$ cat config.mk
export PLATFORM = sky130hd
export DESIGN_NAME = alu_exec_stage_flat
export DESIGN_NICKNAME = d
export VERILOG_FILES = /design/src/rtl/alu_pkg.sv /design/src/rtl/alu_exec_stage_if.sv /design/src/rtl/alu_shift_unit.sv /design/src/rtl/alu_exec_stage.sv /design/src/flat_wrapper.sv
export SDC_FILE = /design/constraint.sdc
export NUM_CORES = 1
export LEC_CHECK = 0
export CAP_MARGIN = 5
export CELL_PAD_IN_SITES_DETAIL_PLACEMENT = 1
export CELL_PAD_IN_SITES_GLOBAL_PLACEMENT = 1
export CORE_ASPECT_RATIO = 0.6
export CORE_MARGIN = 10
export CORE_UTILIZATION = 43
export CTS_CLUSTER_DIAMETER = 80
export DETAILED_ROUTE_END_ITERATION = 10
export PLACE_DENSITY = 0.82
export RECOVER_POWER = 100
export SLEW_MARGIN = 20
export SYNTH_ARGS = -nofsm -noshare
export SYNTH_HDL_FRONTEND = slang
export SYNTH_HIERARCHICAL = 1
export SYNTH_SLANG_ARGS = --single-unit
$ cat constraint.sdc
create_clock -name clk -period 5.6 [get_ports clk]
set_input_delay 0.56 -clock clk [delete_from_list [all_inputs] [get_ports clk]]
set_output_delay 0.56 -clock clk [all_outputs]
set_load 0.02 [all_outputs]
$ cat src/rtl/alu_pkg.sv
// Shared definitions for the execute-stage ALU: op codes, datapath width, stage FSM states.
// ALU_SERIAL_SHIFT_EN adds the SHIFT state used by the iterative shifter.
package alu_pkg;

  localparam int ALU_WIDTH   = 32;
  localparam int SHAMT_WIDTH = 5;

  // Must match the ALU control decoder encoding bit for bit.
  localparam logic [3:0] ALU_ADD  = 4'b0000;
  localparam logic [3:0] ALU_SUB  = 4'b0001;
  localparam logic [3:0] ALU_AND  = 4'b0010;
  localparam logic [3:0] ALU_OR   = 4'b0011;
  localparam logic [3:0] ALU_NOR  = 4'b0100;
  localparam logic [3:0] ALU_XOR  = 4'b0101;
  localparam logic [3:0] ALU_SLT  = 4'b0110;
  localparam logic [3:0] ALU_SLTU = 4'b0111;
  localparam logic [3:0] ALU_SLL  = 4'b1000;
  localparam logic [3:0] ALU_SRL  = 4'b1001;
  localparam logic [3:0] ALU_SRA  = 4'b1010;

  typedef enum logic [1:0] {
    ST_IDLE
    , ST_FULL
`ifdef ALU_SERIAL_SHIFT_EN
    , ST_SHIFT
`endif
  } stage_state_e;

  function automatic logic is_shift_op(input logic [3:0] ctr);
    return (ctr == ALU_SLL) || (ctr == ALU_SRL) || (ctr == ALU_SRA);
  endfunction

endpackage

$ cat src/rtl/alu_exec_stage_if.sv
// Valid/ready operand and result bus between ID/EX, the execute ALU and EX/MEM.
// master = environment side (ID/EX + EX/MEM), slave = the execute stage.
interface alu_exec_stage_if #(
  parameter int WIDTH = alu_pkg::ALU_WIDTH
);
  logic             in_valid;
  logic             in_ready;
  logic [3:0]       alu_ctr;
  logic [WIDTH-1:0] src_a;
  logic [WIDTH-1:0] src_b;
  logic [4:0]       shamt;
  logic             ovf_en;
  logic             out_valid;
  logic             out_ready;
  logic [WIDTH-1:0] result;
  logic             zero;
  logic             overflow;

  modport master (
    output in_valid, alu_ctr, src_a, src_b, shamt, ovf_en, out_ready,
    input  in_ready, out_valid, result, zero, overflow
  );

  modport slave (
    input  in_valid, alu_ctr, src_a, src_b, shamt, ovf_en, out_ready,
    output in_ready, out_valid, result, zero, overflow
  );
endinterface

$ cat src/rtl/alu_shift_unit.sv
// Shifter for SLL/SRL/SRA: log-stage barrel shifter by default, or a 1-bit-per-cycle
// iterative shifter with a step counter when ALU_SERIAL_SHIFT_EN is defined.
module alu_shift_unit
  import alu_pkg::*;
#(
  parameter int WIDTH = ALU_WIDTH
) (
  input  logic             clk,
  input  logic             rst,
  input  logic             start,   // shift op accepted this cycle
  input  logic             active,  // stage is in SHIFT, advance one step
  input  logic [3:0]       op,
  input  logic [WIDTH-1:0] value,
  input  logic [4:0]       shamt,
  output logic             last,    // final step happens this cycle
  output logic [WIDTH-1:0] result
);

`ifdef ALU_SERIAL_SHIFT_EN

  logic [WIDTH-1:0] val_reg;
  logic [WIDTH-1:0] val_next;
  logic [4:0]       cnt_reg;
  logic [3:0]       op_reg;

  always_comb begin
    if (op_reg == ALU_SLL) begin
      val_next = {val_reg[WIDTH-2:0], 1'b0};
    end else begin
      val_next = {(op_reg == ALU_SRA) & val_reg[WIDTH-1], val_reg[WIDTH-1:1]};
    end
  end

  always_ff @(posedge clk) begin
    if (rst) begin
      val_reg <= '0;
      cnt_reg <= '0;
      op_reg  <= ALU_ADD;
    end else if (start) begin
      val_reg <= value;
      cnt_reg <= shamt;
      op_reg  <= op;
    end else if (active) begin
      val_reg <= val_next;
      cnt_reg <= cnt_reg - 5'd1;
    end
  end

  assign last   = active && (cnt_reg == 5'd1);
  // Outside SHIFT only shamt==0 shifts complete directly, and they pass value through.
  assign result = active ? val_next : value;

`else

  logic             left;
  logic             fill;
  logic [WIDTH-1:0] stage [0:SHAMT_WIDTH];

  assign left     = (op == ALU_SLL);
  assign fill     = (op == ALU_SRA) & value[WIDTH-1];
  assign stage[0] = value;

  for (genvar gi = 0; gi < SHAMT_WIDTH; gi++) begin : g_stage
    localparam int S = 1 << gi;
    assign stage[gi+1] = !shamt[gi] ? stage[gi] :
                         left       ? {stage[gi][WIDTH-1-S:0], {S{1'b0}}} :
                                      {{S{fill}}, stage[gi][WIDTH-1:S]};
  end

  assign result = stage[SHAMT_WIDTH];
  assign last   = 1'b0;

  logic unused_inputs;
  assign unused_inputs = ^{clk, rst, start, active};

`endif

endmodule

$ cat src/rtl/alu_exec_stage.sv
// Execute-stage ALU with registered result/zero/overflow and valid/ready on both sides.
// Optional ALU_SERIAL_SHIFT_EN build: shifts run through an iterative shifter (SHIFT state).
module alu_exec_stage
  import alu_pkg::*;
#(
  parameter int WIDTH = ALU_WIDTH  // only 32 is supported (shamt is 5 bits)
) (
  input logic              clk,
  input logic              rst,
  input logic              flush,
  alu_exec_stage_if.slave  bus
);

  stage_state_e     state_reg;
  logic             out_valid_reg;
  logic [WIDTH-1:0] result_reg;
  logic             zero_reg;
  logic             overflow_reg;

  logic             in_ready;
  logic             accept;
  logic             is_shift;
  logic             enter_shift;
  logic             shift_active;
  logic             shift_last;
  logic [WIDTH-1:0] shift_result;
  logic [WIDTH-1:0] sum;
  logic [WIDTH-1:0] diff;
  logic [WIDTH-1:0] alu_result;
  logic             alu_ovf;

  always_comb begin
    in_ready = !flush && (!out_valid_reg || bus.out_ready);
`ifdef ALU_SERIAL_SHIFT_EN
    if (state_reg == ST_SHIFT) in_ready = 1'b0;
`endif
  end

  assign accept   = bus.in_valid && in_ready;
  assign is_shift = is_shift_op(bus.alu_ctr);

`ifdef ALU_SERIAL_SHIFT_EN
  assign enter_shift  = is_shift && (bus.shamt != 5'd0);
  assign shift_active = (state_reg == ST_SHIFT);
`else
  assign enter_shift  = 1'b0;
  assign shift_active = 1'b0;
  logic unused_shift;
  assign unused_shift = shift_last;
`endif

  alu_shift_unit #(.WIDTH(WIDTH)) u_shift (
    .clk    (clk),
    .rst    (rst),
    .start  (accept && is_shift),
    .active (shift_active),
    .op     (bus.alu_ctr),
    .value  (bus.src_b),
    .shamt  (bus.shamt),
    .last   (shift_last),
    .result (shift_result)
  );

  assign sum  = bus.src_a + bus.src_b;
  assign diff = bus.src_a - bus.src_b;

  // Unused codes fall to the default: result 0, no overflow, still a normal completion.
  always_comb begin
    alu_result = '0;
    alu_ovf    = 1'b0;
    case (bus.alu_ctr)
      ALU_ADD: begin
        alu_result = sum;
        alu_ovf    = bus.ovf_en && (bus.src_a[WIDTH-1] == bus.src_b[WIDTH-1])
                                && (sum[WIDTH-1] != bus.src_a[WIDTH-1]);
      end
      ALU_SUB: begin
        alu_result = diff;
        alu_ovf    = bus.ovf_en && (bus.src_a[WIDTH-1] != bus.src_b[WIDTH-1])
                                && (diff[WIDTH-1] != bus.src_a[WIDTH-1]);
      end
      ALU_AND:  alu_result = bus.src_a & bus.src_b;
      ALU_OR:   alu_result = bus.src_a | bus.src_b;
      ALU_NOR:  alu_result = ~(bus.src_a | bus.src_b);
      ALU_XOR:  alu_result = bus.src_a ^ bus.src_b;
      ALU_SLT:  alu_result = {{(WIDTH-1){1'b0}}, $signed(bus.src_a) < $signed(bus.src_b)};
      ALU_SLTU: alu_result = {{(WIDTH-1){1'b0}}, bus.src_a < bus.src_b};
      ALU_SLL, ALU_SRL, ALU_SRA: alu_result = shift_result;
      default: ;
    endcase
  end

  always_ff @(posedge clk) begin
    if (rst) begin
      state_reg     <= ST_IDLE;
      out_valid_reg <= 1'b0;
      result_reg    <= '0;
      zero_reg      <= 1'b0;
      overflow_reg  <= 1'b0;
    end else if (flush) begin
      // Result/flag registers keep stale contents; out_valid gates them.
      state_reg     <= ST_IDLE;
      out_valid_reg <= 1'b0;
    end else begin
      case (state_reg)
`ifdef ALU_SERIAL_SHIFT_EN
        ST_SHIFT: begin
          if (shift_last) begin
            state_reg     <= ST_FULL;
            out_valid_reg <= 1'b1;
            result_reg    <= shift_result;
            zero_reg      <= (shift_result == '0);
            overflow_reg  <= 1'b0;
          end
        end
`endif
        default: begin
          if (accept) begin
            if (enter_shift) begin
`ifdef ALU_SERIAL_SHIFT_EN
              state_reg <= ST_SHIFT;
`endif
              out_valid_reg <= 1'b0;
            end else begin
              state_reg     <= ST_FULL;
              out_valid_reg <= 1'b1;
              result_reg    <= alu_result;
              zero_reg      <= (alu_result == '0);
              overflow_reg  <= alu_ovf;
            end
          end else if (out_valid_reg && bus.out_ready) begin
            state_reg     <= ST_IDLE;
            out_valid_reg <= 1'b0;
          end
        end
      endcase
    end
  end

  assign bus.in_ready  = in_ready;
  assign bus.out_valid = out_valid_reg;
  assign bus.result    = result_reg;
  assign bus.zero      = zero_reg;
  assign bus.overflow  = overflow_reg;

endmodule

$ cat src/flat_wrapper.sv
// flat-port wrapper written by rule: the top's interface ports become plain ports
module alu_exec_stage_flat import alu_pkg::*;
#(
  parameter int WIDTH = ALU_WIDTH                                           
)
  (clk, rst, flush, bus_in_valid, bus_alu_ctr, bus_src_a, bus_src_b, bus_shamt, bus_ovf_en, bus_out_ready, bus_in_ready, bus_out_valid, bus_result, bus_zero, bus_overflow);
  alu_exec_stage_if #(.WIDTH(WIDTH)) bus_i ();
  input logic clk;
  input logic rst;
  input logic flush;
  input wire logic [$bits(bus_i.in_valid)-1:0] bus_in_valid;
  input wire logic [$bits(bus_i.alu_ctr)-1:0] bus_alu_ctr;
  input wire logic [$bits(bus_i.src_a)-1:0] bus_src_a;
  input wire logic [$bits(bus_i.src_b)-1:0] bus_src_b;
  input wire logic [$bits(bus_i.shamt)-1:0] bus_shamt;
  input wire logic [$bits(bus_i.ovf_en)-1:0] bus_ovf_en;
  input wire logic [$bits(bus_i.out_ready)-1:0] bus_out_ready;
  output wire logic [$bits(bus_i.in_ready)-1:0] bus_in_ready;
  output wire logic [$bits(bus_i.out_valid)-1:0] bus_out_valid;
  output wire logic [$bits(bus_i.result)-1:0] bus_result;
  output wire logic [$bits(bus_i.zero)-1:0] bus_zero;
  output wire logic [$bits(bus_i.overflow)-1:0] bus_overflow;
  assign bus_i.in_valid = bus_in_valid;
  assign bus_i.alu_ctr = bus_alu_ctr;
  assign bus_i.src_a = bus_src_a;
  assign bus_i.src_b = bus_src_b;
  assign bus_i.shamt = bus_shamt;
  assign bus_i.ovf_en = bus_ovf_en;
  assign bus_i.out_ready = bus_out_ready;
  assign bus_in_ready = bus_i.in_ready;
  assign bus_out_valid = bus_i.out_valid;
  assign bus_result = bus_i.result;
  assign bus_zero = bus_i.zero;
  assign bus_overflow = bus_i.overflow;
  alu_exec_stage #(.WIDTH(WIDTH)) u_core (.clk(clk), .rst(rst), .flush(flush), .bus(bus_i));
endmodule
After elaboration in Yosys (flattened, before gate mapping)
Cells that the tools add are included.

Output and inout port bits: 36. Word-level logic and storage cells: 58. Input port bits: 79. Register bits after elaboration: 35.

$lt $le $gt $ge: 2. Bitwise gates (word level): 6. Reduce and logical (&&, ||, !) cells: 16. Eq/ne operators: 14. Multiplexer cells: 14. $add $sub $neg: 2.

Operators with widths (number): 32-bit two-way mux (10); 32-bit case mux with 9 select lines (1); 32-bit less-than comparator (2); 32-bit adder (1); 32-bit bitwise AND (1); 32-bit logical NOT (1); 32-bit inverter (1); 32-bit bitwise OR (1); 32-bit subtractor (1); 32-bit XOR (1); 4-bit by 3-bit == test with 1-bit output (second input constant) (4); 4-bit == test (second input constant) (3); 4-bit by 2-bit == test with 1-bit output (second input constant) (2); 1-bit logical AND (7); 4-bit by 1-bit == test with 1-bit output (second input constant) (1); 4-bit logical NOT (1); 1-bit inequality test (3); 3-bit OR reduction (1); 1-bit logical NOT (2); 1-bit two-way mux (2); 1-bit case mux with 2 select lines (1); 2-bit AND reduction (1); 2-bit nonzero test (1); 2-bit OR reduction (1); other kinds (4) (4).

Logic depth before layout (Yosys ltp)
Gate-level depths: netlist of the first run.

Depth in word-level cells: 14. Gate-level depth with buffers: 21.

By module
The synthesis of the first run kept the hierarchy.

Modules (own cells, without submodules): alu_exec_stage (seq. area each 700.7 um^2, instances 1, cells each 1084, area each 7579.8 um^2); alu_shift_unit (seq. area each 0.0 um^2, instances 1, cells each 688, area each 4349.2 um^2).

Worst setup path before layout of the first run
No wires, ideal clock.

Path type: input port to flip-flop. Start point: input port bus_alu_ctr[1]. End point: register u_core.zero_reg (netlist: u_core/bus.zero). Setup time: 68 ps. Setup slack: 1384 ps. Arrival time: 4148 ps. Required time: 5532 ps. Buffers on the path: 2. Stages on the path: 19. Cell sequence: or4b_1 buf_2 buf_6 nand2_1 a31oi_1 o21ai_0 o21ai_0 a311oi_1 o32ai_1 a32o_1 nor4b_1 o21ai_0 a211oi_1 o211ai_1 nor4_1 nand4_1 nor4_1 nand2_1 o21ai_2.

RTL lines: start: declaration (line flat_wrapper.sv:12) `input wire logic [$bits(bus_i.alu_ctr)-1:0] bus_alu_ctr;`; 4-bit == test; 32-bit two-way mux (line alu_shift_unit.sv:66) `left ? {stage[gi][WIDTH-1-S:0], {S{1'b0}}} :`; 32-bit two-way mux (line alu_shift_unit.sv:65) `assign stage[gi+1] = !shamt[gi] ? stage[gi] :`; 32-bit two-way mux (line alu_shift_unit.sv:66); 32-bit two-way mux (line alu_shift_unit.sv:65); 32-bit two-way mux (line alu_shift_unit.sv:66); 32-bit two-way mux (line alu_shift_unit.sv:65); 32-bit two-way mux (line alu_shift_unit.sv:66); 32-bit two-way mux (line alu_shift_unit.sv:65); 32-bit two-way mux (line alu_shift_unit.sv:66); 32-bit two-way mux * (line alu_shift_unit.sv:65); net u_core.shift_result[10] (line alu_exec_stage.sv:26) `logic [WIDTH-1:0] shift_result;`; 32-bit case mux with 9 select lines * (line alu_exec_stage.sv:71) `case (bus.alu_ctr)`; 32-bit logical NOT * (line alu_exec_stage.sv:128) `zero_reg <= (alu_result == '0);`; end signal: assignment (line alu_exec_stage.sv:128); end: declaration (line alu_exec_stage.sv:17) `logic zero_reg;`.

The timed path passes the listed nets; every way through them passes the cells marked *. A chain may end at the register's enable or synchronous reset.

Worst setup path after layout of the first run
Ends and elaborated chain as after synthesis.

==> flow_summary_export.csv, run 1 <==
group,metric,value,unit
outcome,status,"finished clean",
critical_path,cp.arrival,5.76,ns
min_path,worstHoldPathCells,2,
pwr,leakage,5.78,nW
detailed_routing,dr.first_iter.drc_count,3002,
die,initial_core_util,0.435,
cts,cts_tree,"done",
min_path,worst_hold_class,"reg -> reg",
final_layout,final_cell_mix,"nand2_1, nor2_1, a21oi_1",
critical_path,timing.critical_path.required,5.83,ns
detailed_routing,vias_per_cell,7.30,
cts,clock_sinks,35,
final_layout,most_common_cell_after_layout_fill_and_taps_aside,"nand2_1",
pwr,vdd.ir_drop.worst,118,µV
final_layout,final_design_area_no_fill,0.0141,mm²
timing,final.period_utilization,0.988,
die,std_cell_core_area,0.0274,mm²
cts,worst_setup_hold_path_clk_slew,0.06,ns
critical_path,crit_path_start_kind,"input pin",
placement,dpl_cell_area,0.0139,mm²
cts,htreeDepth,2,
final_layout,drive_gt1_frac,0.117,
detailed_routing,drc_errors,0,
die,num_io_pins,115,
detailed_routing,length_of_the_first_detailed_routing_pass_in_iterations,6,
final_layout,layout-area-overhead-vs-synth,18.3,%
critical_path,rr_endpoint,"u_core/bus.zero$_SDFFE_PP0P_",
timing,timing.final.hold_violations,0,
final_layout,largest_register_ffs,32,
placement,post-dp-hpwl,55100,µm
final_layout,post-route-util,0.514,
placement,gp_routability_congestion,1.15,
detailed_routing,detail_route.wirelength,68900,µm
cts,clock_insertion_delay_worst_skew,0.29,ns
cts,holdBufCountCts,0,
timing,clock-skew-final,0.00441,ns
pwr,powerDensity,145,mW/mm²
die,std_cell_rows,47,
synth,synthesis.nets,1945,
cts,clockRootBuffer,"clkbuf_16",
critical_path,timing.reg2reg.setup_slack,2.67,ns
global_routing,gr-usage-all-layers,0.369,
detailed_routing,avgRoutedWirePerCell,30.7,µm
final_layout,fin_cells,2244,
global_routing,grt_remaining_overflow,0,
job,maxCapViolations,0,
timing,worst_slew_pin_slew,1.49,ns
synth,mappedNetlistArea,0.0119,mm²
global_routing,antenna_found_initial,2,
timing,report.final.slew_viol_count,0,
global_routing,grt_start_max_net_pins,63,
critical_path,crit_path_end,"u_core/bus.zero$_SDFFE_PP0P_",
critical_path,timing.critical_path.to_type,"register",
detailed_routing,postRouteAntennaNets,0,
die,dieArea,0.0350,mm²
critical_path,critical_path.reg2reg.startpoint,"u_core/bus.out_valid$_SDFFE_PP0P_",
cts,cts_buffers,5,
critical_path,worst-setup-path-type,"in -> reg",
detailed_routing,route.vias.total,16400,
timing,setup-violations-final,0,
timing,whs,0.465,ns
critical_path,worst-r2r-cell-count,11,
synth,synthCells,1768,
timing,finalCriticalPeriod,5.54,ns
timing,max_freq,181,MHz
placement,port_buffers,114,
critical_path,origin_of_the_worst_setup_path,"bus_alu_ctr[1]",
placement,dp.cells,2236,
die,die-width,235,µm
timing,slew-limit-headroom,0.00989,
critical_path,worstPathMaxFanout,27,
global_routing,first_pass_grt_wire_length,102000,µm
final_layout,final_nets,2053,
synth,synth.avg_cell_area,6.74,µm²
global_routing,vias_in_the_first_global_route,15900,
synth,yosysWarningCount,6,
final_layout,filler_cell_count,3597,
cts,max-clock-path-buffers,2,
die,die_h,149,µm
## routing by layer
| metal | GRT usage | up-vias | share of wire |
|---|---|---|---|
| met2 | 0.526 | 1263 | 0.40 |
| met5 | 0 | - | 0.0017 |
| met4 | 0.0610 | 4 | 0.019 |
| met3 | 0.130 | 138 | 0.15 |
| li1 | - | 6943 | - |
| met1 | 0.523 | 8022 | 0.43 |
## report_power, final
group          internal [mW]  switching [mW]  total (mW)
clock                  0.174           0.119       0.293
combinational          0.516           0.960        1.48
sequential             0.266         0.00799       0.274
total                  0.956            1.09        2.04
## metrics by stage
stage	setup WS [ns]	TNS, ns	power [mW]
2_1_floorplan	1.38	0	1.09
3_3_place_gp	-0.357	-0.357	1.63
3_5_place_dp	-0.496	-0.496	1.66
4_1_cts	0.0677	0	1.96
5_1_grt	-0.0348	-0.0348	2.12
6_report	0.0648	0	2.04
## worst min path at each step
stage                                              end                          startpoint  slack, ns
finish                u_core/bus.overflow$_SDFFE_PP0P_    u_core/bus.overflow$_SDFFE_PP0P_       0.47
global route        u_core/bus.result[28]$_SDFFE_PP0P_  u_core/bus.result[28]$_SDFFE_PP0P_       0.51
CTS                   u_core/bus.overflow$_SDFFE_PP0P_    u_core/bus.overflow$_SDFFE_PP0P_       0.48
detailed placement  u_core/bus.result[11]$_SDFFE_PP0P_  u_core/bus.result[11]$_SDFFE_PP0P_       0.46
global placement      u_core/bus.overflow$_SDFFE_PP0P_    u_core/bus.overflow$_SDFFE_PP0P_       0.44
floorplan           u_core/bus.result[11]$_SDFFE_PP0P_  u_core/bus.result[11]$_SDFFE_PP0P_       0.53
## layout make-up
| class | instances | area (µm²) | share of cell area |
|---|---|---|---|
| Multi-Input combinational cell | 1481 | 10200 | 0.726 |
| Timing Repair Buffer | 244 | 2140 | 0.152 |
| Sequential cell | 35 | 701 | 0.0497 |
| Tap cell | 367 | 459 | 0.0326 |
| Inverter | 109 | 409 | 0.0290 |
| Clock buffer | 6 | 139 | 0.00985 |
| Clock inverter | 1 | 5.00 | 0.000355 |
| Antenna cell | 1 | 2.50 | 0.000178 |
## critical path, stage by stage
cell	delay [ns]
clkdlybuf4s50_1	0.44
buf_4	0.17
nor4b_4	0.33
buf_12	0.26
buf_4	0.27
o21ai_0	0.37
o221ai_1	0.29
o21ai_0	0.37
clkbuf_1	0.26
o21ai_0	0.16
a21oi_1	0.19
a221oi_1	0.41
nand2_1	0.15
a31oi_1	0.21
o311a_1	0.26
nor4bb_4	0.39
nand4_1	0.18
nor4_2	0.32
nand2_1	0.09
o21ai_2	0.06
## timing repair
| item | CTS | global route |
|---|---|---|
| pin swaps | 0 | 1 |
| resized for setup | 2 | 10 |
| setup buffers | 0 | 0 |
| setup endpoints to repair | 1 | 1 |
(Power assumes the default switching activity.)
==> run 2, diff against run 1 <==
--- a/config.mk
+++ b/config.mk
@@ -8,10 +8,11 @@
 export CAP_MARGIN = 5
 export CELL_PAD_IN_SITES_DETAIL_PLACEMENT = 1
 export CELL_PAD_IN_SITES_GLOBAL_PLACEMENT = 1
-export CORE_ASPECT_RATIO = 0.6
+export CORE_ASPECT_RATIO = 2
 export CORE_MARGIN = 10
 export CORE_UTILIZATION = 43
 export CTS_CLUSTER_DIAMETER = 80
+export CTS_CLUSTER_SIZE = 14
 export DETAILED_ROUTE_END_ITERATION = 10
 export PLACE_DENSITY = 0.82
 export RECOVER_POWER = 100
==> run 2 against run 1 <==
  * The flow now finishes with violations (capacitance limit, slew limit)
  * Sequential cell count is the same
  * Clock skew is essentially flat
  * Sequential power is essentially flat
  * Highest routed layer is now met4
==> flow_summary_export.csv, run 2 (synthesized netlist as in run 1, its figures left out) <==
group,metric,value,unit
final_layout,final_cell_mix,"nand2_1, nor2_1, a21oi_1",
pwr,clock_power_share,0.139,
die,num_io_pins,115,
critical_path,critPathSlowestCell,"a21boi_0",
final_layout,drive_gt1_frac,0.119,
cts,cts_setup_buffers,0,
min_path,worst_hold_class,"reg -> reg",
die,std_cell_core_area,0.0274,mm²
timing,rsz0062_at_grt,"no",
timing,slew-limit-headroom,-0.00138,
outcome,failed_checks,"capacitance limit, slew limit",
detailed_routing,vias_per_cell,7.21,
global_routing,first_pass_grt_wire_length,105000,µm
critical_path,timing.critical_path.required,5.77,ns
timing,final.period_utilization,0.979,
final_layout,fin_cells,2237,
detailed_routing,avgRoutedWirePerCell,31.8,µm
timing,worst_slew_pin_slew,1.49,ns
detailed_routing,postRouteAntennaNets,0,
cts,holdBufCountCts,0,
global_routing,gr-usage-all-layers,0.391,
detailed_routing,dr.first_iter.drc_count,1575,
critical_path,critical_path.n_buffers_inverters,5,
critical_path,timing.critical_path.to_type,"register",
pwr,p_seq_frac,0.136,
critical_path,critPathMaxStageDelay,1.06,ns
cts,cts_tree,"done",
global_routing,vias_in_the_first_global_route,16600,
job,maxCapViolations,1,
pwr,power.share.combinational,0.725,
critical_path,timing.critical_path.cells,"clkdlybuf4s50_1, clkbuf_2, nor4bb_4, nand2_1, clkbuf_1, nand2_1, a21boi_0, a32oi_1, nand3_1, a222oi_1, buf_4, nand4_1, mux2i_1, o211ai_1, nor4_1, buf_4, nand4_1, nor4_2, nand2_1, o21ai_2",
cts,clock_insertion_delay_worst_skew,0.30,ns
cts,htreeDepth,2,
placement,port_buffers,114,
placement,dp.cells,2229,
final_layout,largest_register_ffs,32,
global_routing,grt_start_max_net_pins,79,
pwr,vdd.ir_drop.worst,121,µV
final_layout,antenna_cells,0,
die,dieArea,0.0352,mm²
critical_path,cp.arrival,5.65,ns
cts,clockRootBuffer,"clkbuf_16",
final_layout,filler_cell_count,3538,
detailed_routing,route.vias.total,16100,
detailed_routing,length_of_the_first_detailed_routing_pass_in_iterations,9,
cts,clock_sinks,35,
timing,clock-skew-final,0.00423,ns
die,die_h,255,µm
cts,worst_setup_hold_path_clk_slew,0.06,ns
critical_path,crit_path_start_kind,"input pin",
timing,report.final.slew_viol_count,1,
timing,finalCriticalPeriod,5.48,ns
pwr,leakage,5.84,nW
timing,fin_setup_tns,0,ns
cts,cts_buffers,5,
detailed_routing,drc_errors,0,
cts,max-clock-path-buffers,2,
pwr,powerDensity,142,mW/mm²
pwr,cellInternalPower,0.949,mW
placement,post-dp-hpwl,57100,µm
critical_path,critPathMostFrequentCell,"nand2_1",
die,die-width,138,µm
global_routing,antenna_found_initial,0,
die,std_cell_rows,86,
critical_path,worstPathMaxFanout,6,
pwr,total_switching_power,1.06,mW
critical_path,worst-setup-path-type,"in -> reg",
die,initial_core_util,0.434,
timing,timing.final.hold_violations,0,
timing,max_freq,182,MHz
timing,setup-violations-final,0,
placement,gp_routability_congestion,1.11,
final_layout,layout-area-overhead-vs-synth,19.2,%
critical_path,critical-path-top-delay-family,"simple AND/OR/NAND/NOR gates",
final_layout,most_common_cell_after_layout_fill_and_taps_aside,"nand2_1",
pwr,switch_share,0.529,
global_routing,grt_remaining_overflow,0,
final_layout,final_nets,2061,
detailed_routing,detail_route.wirelength,71200,µm
outcome,status,"complete, but fails checks",
## run 2: through the flow
step                hold slack (ns)  total power [mW]   util  setup slack, ns  area, µm²
CTS                           0.458              1.96  0.517            0.104      14200
floorplan                     0.530              1.09      -             1.38      11900
global route                  0.476              2.10  0.518           0.0317      14200
detailed placement            0.449              1.68  0.511           -0.317      14000
finish                        0.454              2.01  0.518            0.118      14200
global placement              0.441              1.65  0.511           -0.178      14000
## run 2: worst reg2reg max path, cell delays in order, from the launching register on
cell	delay (ns)
dfxtp_1	0.31
nor2b_1	0.16
nor3b_2	0.31
o211ai_1	0.14
a211o_2	0.36
nor4_1	0.25
nand4_1	0.13
nor4_1	0.30
buf_4	0.16
nand4_1	0.22
nor4_2	0.23
nand2_1	0.09
o21ai_2	0.06
## run 2: worst paths after layout
kind	start	end	slack, ns	depth (start not counted)
worst max-delay path	bus_alu_ctr[1]	u_core/bus.zero$_SDFFE_PP0P_	0.12	20
worst min-delay path	u_core/bus.result[11]$_SDFFE_PP0P_	u_core/bus.result[11]$_SDFFE_PP0P_	0.45	2
worst max register to register	u_core/bus.out_valid$_SDFFE_PP0P_	u_core/bus.zero$_SDFFE_PP0P_	2.81	12
worst min register to register	u_core/bus.result[11]$_SDFFE_PP0P_	u_core/bus.result[11]$_SDFFE_PP0P_	0.45	2
## run 2: power groups by stage
stage | registers (mW) | clock network (mW) | logic (mW)
floorplan | 0.299 | 0 | 0.787
global placement | 0.278 | 0 | 1.37
detailed placement | 0.279 | 0 | 1.40
CTS | 0.275 | 0.285 | 1.41
global route | 0.276 | 0.293 | 1.53
finish | 0.274 | 0.281 | 1.46
## run 2: timing repair
action | in CTS | in global routing
hold endpoints to repair | 0 | 0
endpoints found under the setup margin | 1 | 1
resized for setup | 1 | 10
pin swaps | 0 | 3
## run 2: cell type report
| type | count | area [µm²] | area share |
|---|---|---|---|
| clock buffer | 7 | 133 | 0.00934 |
| clock inverter | 1 | 5.00 | 0.000352 |
| inverter | 109 | 409 | 0.0288 |
| multi-input combinational | 1481 | 10200 | 0.721 |
| sequential | 35 | 701 | 0.0493 |
| tap | 352 | 440 | 0.0310 |
| timing repair buffer | 252 | 2270 | 0.160 |
## run 2: layer usage
metal	vias to the layer above	part of all wire	GRT usage
li1	6934	-	-
met1	7851	0.32	0.382
met2	954	0.49	0.671
met3	385	0.066	0.0562
met4	0	0.12	0.371
met5	-	0	0
==> RTL change 1, RTL diff (settings of run 1) <==
Add a define of `ALU_SERIAL_SHIFT_EN`.
--- a/src/rtl/alu_pkg.sv
+++ b/src/rtl/alu_pkg.sv
@@ -1,5 +1,7 @@
 // Shared definitions for the execute-stage ALU: op codes, datapath width, stage FSM states.
 // ALU_SERIAL_SHIFT_EN adds the SHIFT state used by the iterative shifter.
+`define ALU_SERIAL_SHIFT_EN
+
 package alu_pkg;
 
   localparam int ALU_WIDTH   = 32;
Formal check against the unedited RTL: not equivalent (a bounded check fails within 4 cycles, from zero or initial values and one cycle with rst high).
==> RTL change 1 against run 1 <==
The run now ends with capacitance limit, slew limit left; sequential power increased by 120%; total power increased by 17%; global-route usage is 4.0 points lower; wire length is 21% lower; register-to-register slack got worse by 2.1 ns; clock power up 140%; count of clock-buffer cells in the layout is 4 higher; worst hold slack worse by 0.012 ns; setup slack better by 0.32 ns; cell area is 12% lower; sequential cell count increased by 42; area after synthesis down 10%; largest cell class unchanged.
==> RTL change 1: results (changes against run 1) <==
metric;value;unit;change
WL met1;23700;um;-21%
first-pass GRT wire length;81700;um;-20%
CTS buffer count;9;;+4
failing checks;capacitance limit, slew limit;;
Final Max Tran Viols;21;;+21
worst vdd ir;0.136;mV;+15%
CP Max Fanout;20;;-26%
DR WL met2;23100;um;-16%
Leakage Power;4.94;nW;-15%
max-cap violations;1;;+1
Crit path largest cell delay;1.32;ns;+0.88 ns
Worst Setup SP;bus_alu_ctr[2];;
Clk Latency, worst-skew pair;0.38;ns;+0.09 ns
critical path's slowest cell;clkbuf_1;;
skew final;0.0156;ns;+0.0112 ns
net count after synthesis;1739;;-11%
share of cells above drive strength 1;5.74;%;-5.9 points
fillcell total;3195;;-11%
post-CTS resize count;0;;-2
final wirelength;54300;um;-21%
outcome;finished, violations left;;
HP Start;u_core/bus.result[28]$_SDFFE_PP0P_;;
Worst Hold End;u_core/bus.result[28]$_SDFFE_PP0P_;;
GRT Total Usage;32.8;%;-4.0 points
Cell Area, Placed;0.0121;mm2;-13%
Reg2Reg Setup Slack;0.59;ns;-2.08 ns
-- RTL change 1: layout make-up --
cell class,instances,area [um2],share of cell area (%)
Clock inverter,6,95.1,0.770
Multi-Input combinational cell,1274,8290,67.1
Clock buffer,10,229,1.85
Inverter,103,388,3.14
Timing Repair Buffer,149,1410,11.4
Sequential cell,77,1540,12.5
Tap cell,322,403,3.26
-- RTL change 1: where the power goes --
group          switching (mW)  internal (mW)
Combinational           0.716          0.367
Sequential             0.0191          0.578
Clock                   0.309          0.397
Total                    1.04           1.34
-- RTL change 1: cells by family after synthesis --
kind of cell | synth area share [%]
buffers and inverters | 8.20
xor gates and xnor gates | 0.901
adders and majority gates | 11.8
AOI/OAI and AO/OA | 33.2
muxes | 4.80
DFF | 14.4
and+or+nand+nor | 26.7
==> RTL change 2, RTL diff (config.mk and constraints of run 1) <==
Made on the original files. Change the package constant `ALU_WIDTH` from 32 to 24.
--- a/src/rtl/alu_pkg.sv
+++ b/src/rtl/alu_pkg.sv
@@ -2,7 +2,7 @@
 // ALU_SERIAL_SHIFT_EN adds the SHIFT state used by the iterative shifter.
 package alu_pkg;
 
-  localparam int ALU_WIDTH   = 32;
+  localparam int ALU_WIDTH   = 24;
   localparam int SHAMT_WIDTH = 5;
 
   // Must match the ALU control decoder encoding bit for bit.
Ports: changed (resized bus_result, bus_src_a and bus_src_b); port bits go from 115 to 91. The function was not compared with the original's and may differ.
==> RTL change 2 against run 1 <==
Sequential cell count down 8; total power down 34%; cell area down 29%; area after synthesis down 27%; die area down 24%; count of clock-buffer cells in the layout down 2; wire length down 35%; setup slack better by 0.30 ns; via count down 31%; largest cell class unchanged.
==> RTL change 2: results (changes against run 1) <==
metric;value;unit;change
Mapped Cells;1268;;-28%
Final nets;1456;;-29%
post-CTS resize count;0;;-2
DR WL met2;16900;um;-38%
Min-Delay Path Depth;2;;unchanged
outcome;completed;;
clock distribution power;170;uW;-42%
Critical path destination;u_core/bus.zero$_SDFFE_PP0P_;;
Worst Hold End;u_core/bus.result[11]$_SDFFE_PP0P_;;
initial antenna violation count;0;;-2
htree depth;1;;-1
Slew @ Worst Pin;1.04;ns;-0.443 ns
GRT Total Usage;32.4;%;-4.5 points
CTS buffer count;3;;-2
Worst Setup SP;bus_alu_ctr[3];;
top layer used by detailed routing;met4;;
skew final;0.0101;ns;+0.00569 ns
Net Sw Power;707;uW;-35%
fillcell total;2605;;-28%
DRT iter0 DRCs;1531;;-49%
Startpoint Class;input port;;
Final Hold Slack;0.458;ns;-0.00701 ns
Combinational Power;970;uW;-34%
share of cells above drive strength 1;9.94;%;-1.7 points
RePlAce Congestion;1.06;;-7.9%
global-route met2 utilization;43.7;%;-8.9 points
pre-CTS setup slack;0.335;ns;+0.831 ns
met1 Use GR;46.5;%;-5.7 points
largest net degree at the start of global routing;48;;-24%
WP data arrival;5.46;ns;-0.30 ns
antenna fix cells;0;;-1
WL met1;20200;um;-32%
CP Max Fanout;9;;-67%
HP Start;u_core/bus.result[11]$_SDFFE_PP0P_;;
Largest register FFs;24;;-25%
Placed Instances;1587;;-29%
met3 routed WL;6640;um;-35%
Final Hold Vio Count;0;;unchanged
vias per std cell;7.07;;-3.1%
Port Buffers;90;;-21%
fin crit share;93.4;%;-5.4 points
first-pass GRT wire length;67200;um;-34%
Reg2Reg Setup Slack;2.53;ns;-0.14 ns
Clk pin slew, worst setup/hold paths;0.07;ns;
net count after synthesis;1405;;-28%
Pint;644;uW;-33%
Setup Fix Bufs, Post-CTS;0;;unchanged
DR vias;11200;;-31%
worst vdd ir;0.0881;mV;-25%
vias in the first global route;10700;;-33%
synthesis warning total;6;;unchanged
HPWL after DPL;35700;um;-35%
drt pass-1 iters;6;;unchanged
Clk Latency, worst-skew pair;0.28;ns;
final wirelength;44600;um;-35%
Clock Tree Buf Depth;2;;unchanged
Leakage Power;4.03;nW;-30%
GRT met3 Usage;14.1;%;+1.1 points
## RTL change 2: stage by stage
step,utilization [%],cell area [um2]
after global routing,50.0,9970
after CTS,50.2,9990
after global placement,49.8,9920
final,50.0,9970
after detailed placement,49.8,9920
after floorplan,-,8690
## RTL change 2: layout make-up
cell class | instances | area, um2 | area share [%]
inverters | 79 | 297 | 2.98
well taps | 273 | 342 | 3.43
flip-flops and latches | 27 | 541 | 5.42
clock buffers | 4 | 78.8 | 0.791
multi-input cells | 1056 | 7360 | 73.8
repair buffers | 152 | 1350 | 13.5
## RTL change 2: critical path, cell delays in order
cell and delay (ns):
dlygate4sd3_1 0.60, nor4b_4 0.68, clkbuf_1 0.43, mux4_2 0.57, a2bb2oi_1 0.24, mux2i_1 0.16, a22oi_1 0.17, o21ai_0 0.17
a2bb2oi_1 0.21, o221ai_1 0.14, a21oi_1 0.21, nand4_1 0.14, nor3b_1 0.24, and4bb_1 0.24, nand4_1 0.17, nor4_1 0.34
a31o_1 0.18
